--- config.mk ---
export PLATFORM = sky130hd
export DESIGN_NAME = dec_i2c
export DESIGN_NICKNAME = d
export VERILOG_FILES = /design/src/rtl/dec_i2c_pkg.sv /design/src/rtl/dec_i2c_line_sync.sv /design/src/rtl/dec_i2c.sv
export SDC_FILE = /design/constraint.sdc
export NUM_CORES = 1
export LEC_CHECK = 0
export BUFFER_PORTS_ARGS = -buffer_cell sky130_fd_sc_hd__buf_2
export CAP_MARGIN = 20
export CELL_PAD_IN_SITES_DETAIL_PLACEMENT = 0
export CELL_PAD_IN_SITES_GLOBAL_PLACEMENT = 1
export CORE_UTILIZATION = 36
export DETAILED_ROUTE_END_ITERATION = 16
export HOLD_SLACK_MARGIN = 0.15
export PLACE_DENSITY_LB_ADDON = 0.1
export SLEW_MARGIN = 20
export SYNTH_ARGS = -nofsm -noshare
export SYNTH_HDL_FRONTEND = slang
export SYNTH_HIERARCHICAL = 1
export SYNTH_SLANG_ARGS = --single-unit
--- constraint.sdc ---
create_clock -name clk -period 1.7 [get_ports clk]
set_clock_uncertainty 0.2 [all_clocks]
set_input_delay 0.085 -clock clk [delete_from_list [all_inputs] [get_ports clk]]
set_output_delay 0.085 -clock clk [all_outputs]
set_load 0.01 [all_outputs]
--- src/rtl/dec_i2c_pkg.sv ---
// Shared types and constants for the dec_i2c passive I2C address decoder.
package dec_i2c_pkg;

  localparam int ADDR_W = 7;
  localparam logic [ADDR_W-1:0] GENERAL_CALL_ADDR = 7'h00;

  typedef enum logic [1:0] {
    IDLE      = 2'd0,
    ADDR      = 2'd1,
    ACK       = 2'd2,
    WAIT_STOP = 2'd3
  } state_e;

  // Address comparison; gc_en additionally accepts the general-call address.
  function automatic logic addr_match(input logic [ADDR_W-1:0] rx_addr,
                                      input logic [ADDR_W-1:0] local_addr,
                                      input logic              gc_en);
    return (rx_addr == local_addr) || (gc_en && (rx_addr == GENERAL_CALL_ADDR));
  endfunction

endpackage

--- src/rtl/dec_i2c_line_sync.sv ---
// Multi-flop synchronizer for one bus line plus a previous-value flop for edge detection.
module i2c_line_sync #(
  parameter int STAGES = 2
) (
  input  logic clk,
  input  logic rst_ni,
  input  logic line_i,
  output logic level_o,
  output logic rise_o,
  output logic fall_o
);

  logic [STAGES-1:0] sync_q;
  logic              prev_q;

  // Synchronizer chain and edge-detect history; preset high to match an idle bus.
  always_ff @(posedge clk) begin
    if (!rst_ni) begin
      sync_q <= {STAGES{1'b1}};
      prev_q <= 1'b1;
    end else begin
      sync_q <= {sync_q[STAGES-2:0], line_i};
      prev_q <= sync_q[STAGES-1];
    end
  end

  assign level_o = sync_q[STAGES-1];
  assign rise_o  = sync_q[STAGES-1] & ~prev_q;
  assign fall_o  = ~sync_q[STAGES-1] & prev_q;

endmodule

--- src/rtl/dec_i2c.sv ---
// Passive I2C monitor: decodes START/STOP, the address byte and R/W bit.
// Optional build macro I2C_GENERAL_CALL_EN also accepts address 7'h00 as a match.
module dec_i2c #(
  parameter int SYNC_STAGES = 2,
  parameter int ADDR_W      = 7
) (
  input  logic              clk,
  input  logic              reset,
  input  logic              sda,
  input  logic              scl,
  input  logic [ADDR_W-1:0] endereco_local,
  input  logic              pronto,
  output logic              operacao,
  output logic              escrita,
  output logic              stop,
  output logic [ADDR_W-1:0] endereco_recebido
);

  import dec_i2c_pkg::*;

`ifdef I2C_GENERAL_CALL_EN
  localparam logic GC_EN = 1'b1;
`else
  localparam logic GC_EN = 1'b0;
`endif

  logic sda_lvl_s, sda_rise_s, sda_fall_s;
  logic scl_lvl_s, scl_rise_s, scl_fall_s;
  logic start_s, stop_ev_s, bit_s;
  logic [7:0] byte_s;

  state_e            state_q, state_d;
  logic [3:0]        cnt_q, cnt_d;
  logic [7:0]        shift_q, shift_d;
  logic              operacao_q, operacao_d;
  logic              escrita_q, escrita_d;
  logic              stop_q, stop_d;
  logic [ADDR_W-1:0] addr_q, addr_d;

  i2c_line_sync #(.STAGES(SYNC_STAGES)) u_sync_sda (
    .clk    (clk),
    .rst_ni (reset),
    .line_i (sda),
    .level_o(sda_lvl_s),
    .rise_o (sda_rise_s),
    .fall_o (sda_fall_s)
  );

  i2c_line_sync #(.STAGES(SYNC_STAGES)) u_sync_scl (
    .clk    (clk),
    .rst_ni (reset),
    .line_i (scl),
    .level_o(scl_lvl_s),
    .rise_o (scl_rise_s),
    .fall_o (scl_fall_s)
  );

  // START/STOP use the current (post-change) scl level; a bit is not counted if sda moved too.
  assign start_s   = sda_fall_s & scl_lvl_s;
  assign stop_ev_s = sda_rise_s & scl_lvl_s;
  assign bit_s     = scl_rise_s & ~sda_rise_s & ~sda_fall_s;
  assign byte_s    = {shift_q[6:0], sda_lvl_s};

  // State and output registers.
  always_ff @(posedge clk) begin
    if (!reset) begin
      state_q    <= IDLE;
      cnt_q      <= 4'd0;
      shift_q    <= 8'h00;
      operacao_q <= 1'b0;
      escrita_q  <= 1'b0;
      stop_q     <= 1'b0;
      addr_q     <= {ADDR_W{1'b0}};
    end else begin
      state_q    <= state_d;
      cnt_q      <= cnt_d;
      shift_q    <= shift_d;
      operacao_q <= operacao_d;
      escrita_q  <= escrita_d;
      stop_q     <= stop_d;
      addr_q     <= addr_d;
    end
  end

  // Next-state decode; STOP outranks START, both outrank bit shifting.
  always_comb begin
    state_d    = state_q;
    cnt_d      = cnt_q;
    shift_d    = shift_q;
    operacao_d = operacao_q;
    escrita_d  = escrita_q;
    stop_d     = 1'b0;
    addr_d     = addr_q;
    if (stop_ev_s) begin
      state_d    = IDLE;
      cnt_d      = 4'd0;
      operacao_d = 1'b0;
      escrita_d  = 1'b0;
      stop_d     = 1'b1;
    end else if (start_s) begin
      state_d    = ADDR;
      cnt_d      = 4'd0;
      shift_d    = 8'h00;
      operacao_d = 1'b0;
      escrita_d  = 1'b0;
    end else begin
      case (state_q)
        IDLE: begin
          state_d = IDLE;
        end
        ADDR: begin
          if (bit_s) begin
            shift_d = byte_s;
            cnt_d   = cnt_q + 4'd1;
            if (cnt_q == 4'd7) begin
              addr_d     = byte_s[7:1];
              escrita_d  = ~byte_s[0];
              operacao_d = addr_match(byte_s[7:1], endereco_local, GC_EN) && pronto;
              state_d    = ACK;
            end else begin
              state_d = ADDR;
            end
          end else begin
            state_d = ADDR;
          end
        end
        ACK: begin
          if (bit_s) begin
            state_d = WAIT_STOP;
          end else begin
            state_d = ACK;
          end
        end
        WAIT_STOP: begin
          state_d = WAIT_STOP;
        end
        default: begin
          state_d = IDLE;
        end
      endcase
    end
  end

  assign operacao          = operacao_q;
  assign escrita           = escrita_q;
  assign stop              = stop_q;
  assign endereco_recebido = addr_q;

endmodule

==> flow_metrics.env <==
export IMPL_status="finished with violations"
export IMPL_violations="negative hold slack, negative setup slack"
export IMPL_drv_cap=0
export IMPL_route_vias_total=964
export IMPL_fin_ws_ps=-3.283
export IMPL_slew_headroom=0.7173
export IMPL_r2r_end="operacao"
export IMPL_hold_viol=8
export IMPL_reg2reg_depth=6
export IMPL_num_antenna_cells=0
export IMPL_hold_ws_ps=-46.29
export IMPL_final_seq_area_um2=584.3
export IMPL_syn_mean_instance_area_um2=9.988
export IMPL_hp_start="reset"
export IMPL_cp_slowest_cell="dfxtp_2"
export IMPL_dp_hpwl_mm=1.602
export IMPL_grt_usage=0.1631
export IMPL_cp_cell_sequence="nor2b_4 > nor3b_4 > buf_12 > nand4_4 > or3_4 > a21oi_2"
export IMPL_grt_setup_unrepaired="yes"
export IMPL_grt_pass1_wl_mm=3.995
export IMPL_antenna_found_initial=0
export IMPL_ctsHoldBuffers=17
export IMPL_min_period_over_period=1.002
export IMPL_grt_max_degree=19
export IMPL_fillCellCount=288
export IMPL_num_io_pins=22
export IMPL_syn_area_um2=1149
export IMPL_cts_tree="built"
export IMPL_globalRoute_totalOverflow=0
export IMPL_max_freq_mhz=587.1
export IMPL_area_growth_pct=42.59
export IMPL_slew_violations=0
export IMPL_multi_input_area_um2=588.1
export IMPL_core_area_um2=3028
export IMPL_timing_rr_start="u_sync_sda/sync_q[1]"
export IMPL_worstHoldPathCells=2
export IMPL_start_util=0.3793
export IMPL_routed_wl_mm=2.583
export IMPL_cts_num_sinks=29
export IMPL_die_area_um2=3421
export IMPL_cp_start_kind="register"
export IMPL_power_density_nw_per_um2=773.7
export IMPL_die_w_um=58.49
export IMPL_p_leak_uw=0.0006654
export IMPL_vias_per_cell=4.612
export IMPL_cpPeakStageDelay_ps=360
export IMPL_drtAntennaViolNets=0
export IMPL_grt_pass1_vias=889
export IMPL_numCtsBuffers=5
export IMPL_worstPathRequired_ps=1770
export IMPL_hold_path_end="endereco_recebido[6]"
export IMPL_r2r_slack_ps=-3
export IMPL_path_buf_inv=1
export IMPL_worst_ep_arrival_time_ps=1770
export IMPL_crit_fanout=8
export IMPL_crit_path_end_kind="register"
export IMPL_setup_viol=1
export IMPL_dpl_cell_count=181
export IMPL_worst_pin_slew_ps=423.3
export IMPL_synth_cells=115
export IMPL_drt_iter0_markers=45
export IMPL_rows=20
export IMPL_layout_min_cycle_time_ps=1703
export IMPL_root_buffer="clkbuf_4"
export IMPL_yosys_warnings=6
export IMPL_layoutNonFillerInstCount=209
export IMPL_cp_num_cells=6
export IMPL_dieHeight_um=58.49
export IMPL_path_class="reg -> reg"
export IMPL_clk_pin_slew_ps=90
export IMPL_setup_tns_ps=-3.283
export IMPL_synth_nets=128
export IMPL_hp_class="in -> reg"
export IMPL_post_route_cells_drive_above_1_share=0.3212
export IMPL_clk_latency_ps=330
export IMPL_wl_per_cell_um=12.36
export IMPL_remaining_drc_errors=0
export IMPL_clockBufferDepth=2
export IMPL_ctsHtreeMaxLevel=2
export IMPL_path_delay_family="simple AND/OR/NAND/NOR gates"
export IMPL_layout_nets=177
export IMPL_post_place_ws_ps=-10.76
export IMPL_first_pass_iters=7
export IMPL_peakVddDrop_v=0.0003397
export IMPL_io_buffers=21
export IMPL_place_congestion=0.7534
[layout by cell type, fill, tap and decap left out, types with 2 or more instances in the layout]
cell type and instances:
nor2b_4 2, dfxtp_2 3, dfxtp_1 26, nand4_1 2, dlygate4sd3_1 17, xor2_1 3, a21boi_0 5, nand3_1 4
and3_2 2, nor2b_1 2, xnor2_1 7, nor2_1 6, a22o_1 7, clkbuf_8 2, nand2b_1 6, nand2_1 18
clkbuf_4 5, buf_2 21, buf_4 6
[power by group]
group / leakage, uW / internal [uW] / total, uW / switching [uW]
sequential: 0.000234 / 687 / 691 / 4.03
clock: 0.0000413 / 239 / 479 / 240
combinational: 0.000390 / 59.1 / 97.7 / 38.6
[metrics by stage]
| stage | power (uW) | area [um^2] | utilization |
|---|---|---|---|
| 2_1_floorplan | 744.5 | 1171 | - |
| 3_3_place_gp | 773.5 | 1359 | 0.4488 |
| 3_5_place_dp | 774.7 | 1359 | 0.4488 |
| 4_1_cts | 1282 | 1604 | 0.5298 |
| 5_1_grt | 1324 | 1638 | 0.5409 |
| 6_report | 1267 | 1638 | 0.5409 |
[flip-flops by register name, summed over array words and instances, names as in the netlist, 2 cells and up]
register	cells
u_sync_sda/sync_q	2
endereco_recebido	7
cnt_q	4
state_q	2
u_sync_scl/sync_q	2
shift_q	7
[timing repair]
item,4_1_cts,5_1_grt
resized for setup,1,6
cloned,0,1
setup endpoints to repair,7,19
buffers inserted,0,2
hold endpoints to repair,17,9
pin swaps,1,2
[worst max-delay path by stage]
stage	start	slack, ps	to
3_5_place_dp	u_sync_sda/prev_q	-10	operacao
6_report	u_sync_sda/sync_q[1]	-3	operacao
3_3_place_gp	u_sync_sda/prev_q	30	operacao
2_1_floorplan	u_sync_scl/sync_q[1]	-20	operacao
4_1_cts	u_sync_sda/sync_q[1]	-30	escrita
5_1_grt	u_sync_sda/sync_q[1]	-70	operacao
[routing by layer]
layer,vias to the layer above,routed length [um],global-route usage
li1,496,-,-
met1,435,1231,0.1890
met2,28,1188,0.2660
met3,5,113,0.04615
met4,0,49,0.1020
met5,-,0,0
[layout make-up]
cell class / instances / area share
clock inverter: 1 / 0.003056
clock buffer: 7 / 0.03973
multi-input combinational: 83 / 0.3591
sequential: 29 / 0.3568
timing repair buffer: 45 / 0.2078
tap: 44 / 0.03361
Power figures use the tool's default switching activity.
